$ cat config.mk
export PLATFORM = sky130hd
export DESIGN_NAME = disp_event_buffer
export DESIGN_NICKNAME = d
export VERILOG_FILES = /design/src/rtl/disp_event_buffer.sv
export SDC_FILE = /design/constraint.sdc
export NUM_CORES = 1
export LEC_CHECK = 0
export BUFFER_PORTS_ARGS = -buffer_cell sky130_fd_sc_hd__buf_4
export CORE_UTILIZATION = 50
export CTS_CLUSTER_SIZE = 30
export DETAILED_ROUTE_END_ITERATION = 7
export GPL_TIMING_DRIVEN = 0
export PLACE_DENSITY = 0.79
export SLEW_MARGIN = 10
export SYNTH_ARGS = -nofsm -noshare
export SYNTH_HDL_FRONTEND = slang
export SYNTH_SLANG_ARGS = --single-unit
$ cat constraint.sdc
create_clock -name clk -period 10.8 [get_ports clk]
set_input_delay 0.54 -clock clk [delete_from_list [all_inputs] [get_ports clk]]
set_output_delay 0.54 -clock clk [all_outputs]
set_load 0.03 [all_outputs]
$ cat src/rtl/disp_event_buffer.sv
// Trace buffer between the MIPS core and the seg7x16 driver: captures one record per
// CPU step into a small FIFO and replays each record for HOLD_CYCLES display clocks.
module disp_event_buffer #(
    parameter int unsigned DEPTH       = 8,
    parameter int unsigned HOLD_CYCLES = 25000000,
    parameter int unsigned DATA_W      = 32
) (
    input  logic                     clk,
    input  logic                     rst,
    input  logic                     cpu_step,
    input  logic                     reg_wr,
    input  logic [DATA_W-1:0]        reg_wdata,
    input  logic                     mem_wr,
    input  logic [DATA_W-1:0]        mem_wdata,
    input  logic [DATA_W-1:0]        pc,
    input  logic                     live,
    input  logic                     freeze,
    output logic [DATA_W-1:0]        disp_data,
    output logic [1:0]               disp_kind,
    output logic [$clog2(DEPTH):0]   fifo_count,
    output logic                     overflow
);

    localparam int unsigned PTR_W  = $clog2(DEPTH);
    localparam int unsigned CNT_W  = PTR_W + 1;
    localparam int unsigned HOLD_W = $clog2(HOLD_CYCLES);

    localparam logic [1:0]        KIND_PC   = 2'd0;
    localparam logic [1:0]        KIND_REG  = 2'd1;
    localparam logic [1:0]        KIND_MEM  = 2'd2;
    localparam logic [HOLD_W-1:0] HOLD_LAST = HOLD_W'(HOLD_CYCLES - 1);
    localparam logic [CNT_W-1:0]  CNT_FULL  = CNT_W'(DEPTH);

    typedef struct packed {
        logic [1:0]        kind;
        logic [DATA_W-1:0] data;
    } rec_t;

    typedef enum logic {
        IDLE,
        SHOW
    } state_t;

    state_t            state, state_nxt;
    logic [HOLD_W-1:0] hold_cnt, hold_nxt;
    logic [PTR_W-1:0]  wr_ptr, rd_ptr;
    rec_t              fifo_mem [DEPTH];
    rec_t              rec_c;
    rec_t              head_c;
    logic              pop_c;
    logic              push_c;
    logic              drop_c;

    // Record forming: reg write beats mem write beats plain PC
    always_comb begin
        rec_c.kind = KIND_PC;
        rec_c.data = pc;
        if (reg_wr) begin
            rec_c.kind = KIND_REG;
            rec_c.data = reg_wdata;
        end else if (mem_wr) begin
            rec_c.kind = KIND_MEM;
            rec_c.data = mem_wdata;
        end
    end

    assign head_c = fifo_mem[rd_ptr];

    // Replay FSM; live or freeze stall both the hold counter and pops
    always_comb begin
        state_nxt = state;
        hold_nxt  = hold_cnt;
        pop_c     = 1'b0;
        if (!live && !freeze) begin
            case (state)
                IDLE: begin
                    if (fifo_count != '0) begin
                        pop_c     = 1'b1;
                        hold_nxt  = '0;
                        state_nxt = SHOW;
                    end
                end
                SHOW: begin
                    if (hold_cnt == HOLD_LAST) begin
                        if (fifo_count != '0) begin
                            pop_c    = 1'b1;
                            hold_nxt = '0;
                        end else begin
                            state_nxt = IDLE;
                        end
                    end else begin
                        hold_nxt = HOLD_W'(hold_cnt + 1'b1);
                    end
                end
                default: state_nxt = IDLE;
            endcase
        end
    end

    // A full FIFO still accepts a push when the same cycle frees a slot
    assign push_c = cpu_step && ((fifo_count != CNT_FULL) || pop_c);
    assign drop_c = cpu_step && !push_c;

    always_ff @(posedge clk) begin
        if (push_c && !rst) begin
            fifo_mem[wr_ptr] <= rec_c;
        end
    end

    always_ff @(posedge clk) begin
        if (rst) begin
            state      <= IDLE;
            hold_cnt   <= '0;
            wr_ptr     <= '0;
            rd_ptr     <= '0;
            fifo_count <= '0;
            overflow   <= 1'b0;
            disp_data  <= '0;
            disp_kind  <= KIND_PC;
        end else begin
            state    <= state_nxt;
            hold_cnt <= hold_nxt;
            if (push_c) begin
                wr_ptr <= PTR_W'(wr_ptr + 1'b1);
            end
            if (pop_c) begin
                rd_ptr <= PTR_W'(rd_ptr + 1'b1);
            end
            case ({push_c, pop_c})
                2'b10:   fifo_count <= CNT_W'(fifo_count + 1'b1);
                2'b01:   fifo_count <= CNT_W'(fifo_count - 1'b1);
                default: fifo_count <= fifo_count;
            endcase
            if (drop_c) begin
                overflow <= 1'b1;
            end
            if (live) begin
                disp_data <= pc;
                disp_kind <= KIND_PC;
            end else if (pop_c) begin
                disp_data <= head_c.data;
                disp_kind <= head_c.kind;
            end
        end
    end

endmodule

==> metrics.md, run 1 <==
| Metric | Value |
|---|---|
| Number of H-tree levels | `2` |
| EDFF count, synth | `272` |
| FMAX | `275 MHz` |
| Die Y | `173 µm` |
| Slew Limit Fails | `0` |
| Synth async-reset ratio | `0` |
| Max cap viols | `0` |
| DRT Wirelength | `39300 µm` |
| WS Path Type | `reg2reg` |
| Final instance count without filler cells | `1708` |
| Synth Area in Simple Gates | `0.0881` |
| Detailed placement HPWL | `26700 µm` |
| Syn-to-layout area delta | `19.9%` |
| Hold Path Class | `in2reg` |
| Max VDD drop | `0.130 mV` |
| RePlAce Congestion | `0.928` |
| Mapped Area | `14700 µm²` |
| Core ar. | `28800 µm²` |
| CTS root buffer | `clkbuf_16` |
| Row cnt | `62` |
| Vias | `10500` |
| IO Pins | `142` |
| #FFs+latches synth | `346` |
| RSZ-0062 raised after global routing | `no` |
| Wire per inst | `23.0 µm` |
| Synth Area in Compound Gates | `0.106` |
| Worst EP arrival | `3860 ps` |
| CP Launch Type | `flop` |
| Number of global-route vias before repair | `10300` |
| Syn Area/Cell | `13.3 µm²` |
| CP Capture Type | `flop` |
| Post-route setup TNS | `0 ps` |
| Num CTS Buffers | `34` |
| Post-route minimum period | `3640 ps` |
| Worst Skew | `15.7 ps` |
| R2R setup slack | `7160 ps` |
| Worst skew pair latency | `520 ps` |
| Initial Utilization | `0.511` |
| # placed instances | `1645` |
| Syn nets | `1211` |
| Worst setup margin | `7160 ps` |
| First-pass GRT wire length | `59400 µm` |
| Worst Tran Pin Value | `1180 ps` |
| Main synth FF type | `edfxtp_1` |
| Total track usage | `0.261` |
| Most frequent cells in the layout | `edfxtp_1 (272), buf_4 (155), o21ai_0 (145), mux2i_1 (119), nand2_1 (94)` |
| Critical-path maximum fanout | `10` |
| Hold-fix buffers, CTS | `0` |
| Antenna violations before repair | `0` |
| Die area | `30100 µm²` |
| Largest net degree at the start of global routing | `26` |
| Crit path required time | `11020 ps` |
| Finish-stage setup viols | `0` |
| CTS sink count | `346` |
| Cell leakage power | `0.00608 µW` |
| Largest family of logic cells by synthesized area | `multiplexers` |
| Synthesis Warnings | `0` |
| Post-synthesis cell count | `1102` |
| Status | `finished, final reports clean` |
| Clock tree buffer depth | `3` |
| TritonRoute pass-1 iters | `5` |
| Nets@finish | `1406` |
| Pre-CTS setup slack | `6920 ps` |
| Post-Synth XOR/XNOR Area | `0.00238` |
| Sequential fraction of the synthesis area | `0.657` |
| IO buf count | `140` |
| Commonest non-fill, non-tap cell in the layout | `edfxtp_1` |
| Antenna-violating nets left | `0` |
| Violation count after the first detailed-route iteration | `1387` |
| Post-Synth Adder-Cell Area | `0.00562` |
| CTS tree | `done` |
| Post-CTS Setup Bufs | `0` |
| Slew HR | `0.211` |
| Pwr dens | `170 nW/µm²` |
| DR DRC count | `0` |
| Die width | `173 µm` |
| DR vias/cell | `6.12` |
| Multiplexer share of the synthesized area | `0.118` |
| Clk slew on worst S/H paths | `60 ps` |
| Final Hold Fails | `0` |
| Fin crit share | `0.337` |
| Post-cts resize count | `0` |
| Layout cells sized above 1 | `0.215` |
| Cell variety after synth | `61` |
| GRT overflow | `0` |
==> cell usage after synthesis, drive strengths merged, types with 9 or more instances <==
cell / instances / share of area
a21oi: 35 / 0.012
a22oi: 19 / 0.0097
clkbuf: 40 / 0.010
nand2: 95 / 0.025
mux2i: 119 / 0.081
nand3: 24 / 0.0082
mux4: 22 / 0.034
nor3: 20 / 0.0068
a221oi: 14 / 0.0083
o21ai: 150 / 0.052
buf: 32 / 0.011
a31oi: 22 / 0.0094
inv: 9 / 0.0023
nand3b: 15 / 0.0077
nor2: 43 / 0.012
edfxtp: 272 / 0.56
dfxtp: 74 / 0.10
==> path summary, 6_finish.rpt <==
path	start	to	depth (start not counted)
worst max register to register	hold_cnt[0]$_SDFFE_PP0P_	fifo_mem[3][33]$_DFFE_PP_	9
worst max-delay path	hold_cnt[0]$_SDFFE_PP0P_	fifo_mem[3][33]$_DFFE_PP_	9
worst min register to register	hold_cnt[24]$_SDFFE_PP0P_	hold_cnt[24]$_SDFFE_PP0P_	2
worst min-delay path	pc[27]	disp_data[27]$_SDFFE_PP0P_	3
==> cell type report <==
type | instances | area, µm²
fill | 2110 | 11200
sequential | 346 | 9650
multi-input combinational | 674 | 4730
timing repair buffer | 159 | 1270
clock buffer | 48 | 965
tap | 384 | 480
buffer | 72 | 314
clock inverter | 14 | 169
inverter | 10 | 37.5
antenna | 1 | 2.50
==> power by group <==
part | leakage, µW | internal [µW] | total [µW] | switching (µW)
clock network | 0.000551 | 703 | 1200 | 499
logic | 0.00246 | 109 | 306 | 197
registers | 0.00307 | 1480 | 1490 | 15.9
total | 0.00608 | 2290 | 3000 | 712
==> worst max-delay path, stage by stage, from the launching register on <==
cell and delay (ps):
dfxtp_1 400, ha_1 250, and3_1 200, nand4_1 230
o21ai_4 270, a21oi_2 160, nand4b_1 430, nor3b_2 800
buf_4 350, buf_4 250
==> sequential cells by signal (all words and copies together) (netlist names), named ones only <==
signal      count
fifo_count      4
fifo_mem      272
rd_ptr          3
overflow        1
disp_kind       2
disp_data      32
hold_cnt       25
wr_ptr          3
state           1
==> stage by stage <==
step	total power, µW	area, µm²	hold slack (ps)	utilization
after detailed placement	1820	16500	475	0.573
after floorplan	1690	14700	448	-
after CTS	3000	17600	225	0.612
final	3000	17600	234	0.612
after global placement	1810	16200	454	0.564
after global routing	3080	17600	235	0.612
==> routing by layer <==
metal	vias up	wire (µm)	GRT usage	share of wire
li1	4635	-	-	-
met1	5129	15300	0.344	0.39
met2	601	18700	0.422	0.47
met3	89	3950	0.0586	0.10
met4	0	1470	0.104	0.037
met5	-	0	0	0
==> cells by family after synthesis <==
logic type / Yosys count
simple gates: 255
fa+ha+maj: 6
compound gates: 265
buf+inv: 82
xor+xnor: 4
flops: 346
mux: 144
Note: power is estimated with default switching activity, not from simulation.
==> run 2, diff against run 1 <==
--- a/config.mk
+++ b/config.mk
@@ -5,12 +5,13 @@
 export SDC_FILE = /design/constraint.sdc
 export NUM_CORES = 1
 export LEC_CHECK = 0
+export ABC_AREA = 1
 export BUFFER_PORTS_ARGS = -buffer_cell sky130_fd_sc_hd__buf_4
 export CORE_UTILIZATION = 50
 export CTS_CLUSTER_SIZE = 30
 export DETAILED_ROUTE_END_ITERATION = 7
 export GPL_TIMING_DRIVEN = 0
-export PLACE_DENSITY = 0.79
+export PLACE_DENSITY = 0.82
 export SLEW_MARGIN = 10
 export SYNTH_ARGS = -nofsm -noshare
 export SYNTH_HDL_FRONTEND = slang
==> constraint.sdc (replaced) <==
create_clock -name clk -period 3.1 [get_ports clk]
set_input_delay 0.155 -clock clk [delete_from_list [all_inputs] [get_ports clk]]
set_output_delay 0.155 -clock clk [all_outputs]
set_load 0.03 [all_outputs]
==> run 2 against run 1 <==
  * Utilization grew 1.6 points
  * Die area grew 1.4%
  * Combinational power grew to 5.4 times the previous value
  * First-iteration DRC count grew 50%
  * Via count grew 25%
  * Routed wire length grew 22%
  * Critical endpoint is now fifo_mem[4][6]$_DFFE_PP_
  * Largest cell class unchanged
  * Highest routed layer is now met5
==> metrics.md, run 2 <==
| Metric | Value |
|---|---|
| Main synth FF type | `edfxtp_1` |
| Final instance count without filler cells | `2096` |
| IO buf count | `139` |
| DR vias/cell | `6.22` |
| RR Endpoint | `fifo_mem[4][6]$_DFFE_PP_` |
| DR DRC count | `0` |
| Hold depth | `5` |
| Pwr dens | `628 nW/µm²` |
| Fill cells | `2154` |
| # placed instances | `2005` |
| Antenna violations before repair | `1` |
| Min-Delay Startpoint | `pc[27]` |
| Total track usage | `0.309` |
| Sequential fraction of the synthesis area | `0.648` |
| Worst Tran Pin Value | `948 ps` |
| Comb pwr share | `0.143` |
| Worst setup margin | `77.9 ps` |
| Clock tree buffer depth | `3` |
| Finish-stage setup viols | `0` |
| Worst skew pair latency | `540 ps` |
| R2R setup slack | `80 ps` |
| Die area | `30500 µm²` |
| Int Power | `8360 µW` |
| Ant. Diodes | `0` |
| Multi-input logic area | `4740 µm²` |
| Reg2Reg Depth | `13` |
| Critical-path maximum fanout | `12` |
| Layout cells sized above 1 | `0.162` |
| Mapped Area | `14900 µm²` |
| Final Hold Fails | `0` |
| Syn nets | `1581` |
| TritonRoute pass-1 iters | `8` |
| Row cnt | `62` |
| Number of global-route vias before repair | `12700` |
| Hold Path End | `disp_data[27]$_SDFFE_PP0P_` |
| Reg power frac | `0.459` |
| Worst Skew | `27.0 ps` |
| Top cells by count, synth | `edfxtp_1 (272), nand2_1 (239), nor2_1 (233), o21ai_0 (185), a21oi_1 (117)` |
| RSZ-0062 raised after global routing | `no` |
| CTS root buffer | `clkbuf_16` |
| Crit path required time | `3350 ps` |
| IO Pins | `142` |
| Violation count after the first detailed-route iteration | `2080` |
| Area leader, netlist | `edfxtp_1` |
| Top-area cell type share of the netlist area | `0.548` |
| Num CTS Buffers | `36` |
| Initial Utilization | `0.514` |
| CP Launch Type | `flop` |
| Synth async-reset ratio | `0` |
| Net Sw Power | `3090 µW` |
| Slowest cell on the critical path | `nand3b_1` |
| Sw frac | `0.270` |
| Die width | `175 µm` |
| Clock power share | `0.398` |
| CP top delay family | `simple AND/OR/NAND/NOR gates` |
| Nets@finish | `1793` |
| CP Capture Type | `flop` |
| Top cell by count, worst path | `buf_16` |
| Clk slew on worst S/H paths | `60 ps` |
| Pre-CTS setup slack | `-303 ps` |
| Core ar. | `29000 µm²` |
| Die Y | `175 µm` |
| Largest net degree at the start of global routing | `24` |
| GRT overflow | `0` |
| Biggest regs | `fifo_mem (272), disp_data (32), hold_cnt (25)` |
| Status | `finished, final reports clean` |
| Hold Path Class | `in2reg` |
| Syn Area/Cell | `10.1 µm²` |
| CTS tree | `done` |
| Syn-to-layout area delta | `22.4%` |
| Post-route minimum period | `3020 ps` |
| FF-to-FF Start | `hold_cnt[0]$_SDFFE_PP0P_` |
| CTS sink count | `346` |
| Detailed placement HPWL | `31000 µm` |
| CP cell instances | `ha_2 > nand3_2 > clkinv_2 > nand2_1 > nor2_2 > nand2_2 > nand2_4 > nand2_8 > nand3_4 > nand3b_1 > nor3_4 > buf_16 > buf_16` |
| Register name with the most flops | `fifo_mem` |
| Max FFs per register | `272` |
| CP peak stage delay | `490 ps` |
| Slew Limit Fails | `0` |
| Slew HR | `0.368` |
| Vias | `13000` |
| Antenna-violating nets left | `0` |
| Commonest non-fill, non-tap cell in the layout | `edfxtp_1` |
| Fin crit share | `0.975` |
| Most numerous cell in the Yosys netlist | `edfxtp_1` |
| Cell leakage power | `0.00662 µW` |
| Most frequent cells in the layout | `edfxtp_1 (272), nand2_1 (239), nor2_1 (227), o21ai_0 (185), buf_4 (149)` |
| First-pass GRT wire length | `70900 µm` |
| Cell variety after synth | `36` |
| FMAX | `331 MHz` |
| Max cap viols | `0` |
| Wire per inst | `22.9 µm` |
| #FFs+latches synth | `346` |
| WP buf/inv | `3` |
| Synth area leaders | `edfxtp_1 (55%), dfxtp_1 (9.9%), o21ai_0 (6.2%)` |
| RePlAce Congestion | `0.887` |
| Post-synthesis cell count | `1472` |
| Synthesis Warnings | `0` |
| Register area | `9650 µm²` |
| EDFF count, synth | `272` |
| Worst EP arrival | `3270 ps` |
| Number of H-tree levels | `2` |
| DRT Wirelength | `48000 µm` |
| WS Path Type | `reg2reg` |
| Max VDD drop | `0.498 mV` |
-- run 2: changes by cell type in the layout (fill, tap and decap cells not counted), sizes merged, moves of 28 or more --
cell / before / now
nor2: 43 / 241
nand2: 95 / 245
mux2i: 119 / 0
a21oi: 35 / 117
inv: 13 / 56
o21ai: 150 / 193
nand3: 24 / 63
o221ai: 0 / 30
o22ai: 0 / 28
-- run 2: cell type report --
| class | instances | share of cell area |
|---|---|---|
| Clock inverter | 22 | 0.0154 |
| Tap cell | 384 | 0.0264 |
| Buffer | 89 | 0.0210 |
| Sequential cell | 346 | 0.529 |
| Multi-Input combinational cell | 979 | 0.260 |
| Timing Repair Buffer | 173 | 0.0822 |
| Inverter | 59 | 0.0123 |
| Clock buffer | 44 | 0.0533 |
-- run 2: worst min-delay path: cells and delay by family --
kind | cells | cell delay [ps]
simple gates | 2 | 110
compound gates | 2 | 110
buf+inv | 1 | 120
-- run 2: per-layer routing --
| metal | vias to the layer above | part of all wire | global-route usage |
|---|---|---|---|
| met5 | - | 0.00027 | 0 |
| li1 | 5640 | - | - |
| met2 | 1100 | 0.46 | 0.497 |
| met4 | 2 | 0.059 | 0.183 |
| met3 | 240 | 0.14 | 0.0777 |
| met1 | 6064 | 0.35 | 0.379 |
-- run 2: worst max path at each step --
stage | start | endpoint | slack (ps) | depth (start not counted)
2_1_floorplan | hold_cnt[0]$_SDFFE_PP0P_ | fifo_mem[0][0]$_DFFE_PP_ | -220 | 11
3_3_place_gp | hold_cnt[0]$_SDFFE_PP0P_ | fifo_mem[2][15]$_DFFE_PP_ | -1910 | 11
3_5_place_dp | hold_cnt[0]$_SDFFE_PP0P_ | fifo_mem[4][9]$_DFFE_PP_ | -300 | 13
4_1_cts | hold_cnt[0]$_SDFFE_PP0P_ | fifo_mem[0][13]$_DFFE_PP_ | 2 | 12
5_1_grt | hold_cnt[0]$_SDFFE_PP0P_ | fifo_mem[4][8]$_DFFE_PP_ | 10 | 13
6_report | hold_cnt[0]$_SDFFE_PP0P_ | fifo_mem[4][6]$_DFFE_PP_ | 80 | 13
-- run 2: cells by family (layout without fill, tap and decap cells) --
family,Yosys count,in the layout,synth area share
compound gates,384,384,0.141
xor+xnor,4,4,0.00235
fa+ha+maj,6,6,0.00554
buf+inv,148,387,0.0406
flops,346,346,0.648
simple gates,584,585,0.163
-- run 2: stage by stage --
stage | setup TNS [ps] | total power, µW | instance area [µm²] | util | hold WS [ps]
2_1_floorplan | -43870 | 6240 | 14900 | - | 254
3_3_place_gp | -442600 | 6800 | 16400 | 0.567 | 400
3_5_place_dp | -7360 | 6880 | 16700 | 0.576 | 410
4_1_cts | 0 | 11400 | 18200 | 0.626 | 1.18
5_1_grt | 0 | 11700 | 18200 | 0.628 | 42.2
6_report | 0 | 11500 | 18200 | 0.628 | 5.41
-- run 2: power groups by stage --
| stage | clock [µW] | combinational (µW) | sequential (µW) |
|---|---|---|---|
| floorplan | 0 | 805 | 5430 |
| global placement | 0 | 1460 | 5350 |
| detailed placement | 0 | 1540 | 5350 |
| CTS | 4550 | 1580 | 5250 |
| global route | 4740 | 1740 | 5270 |
| finish | 4560 | 1640 | 5260 |
-- run 2: what timing repair did --
item	CTS	global route
cloned	1	0
hold buffers	12	0
gates resized for setup	7	0
setup buffers	7	5
pin swaps	4	3
hold endpoints to repair	20	0
setup endpoints to repair	71	61
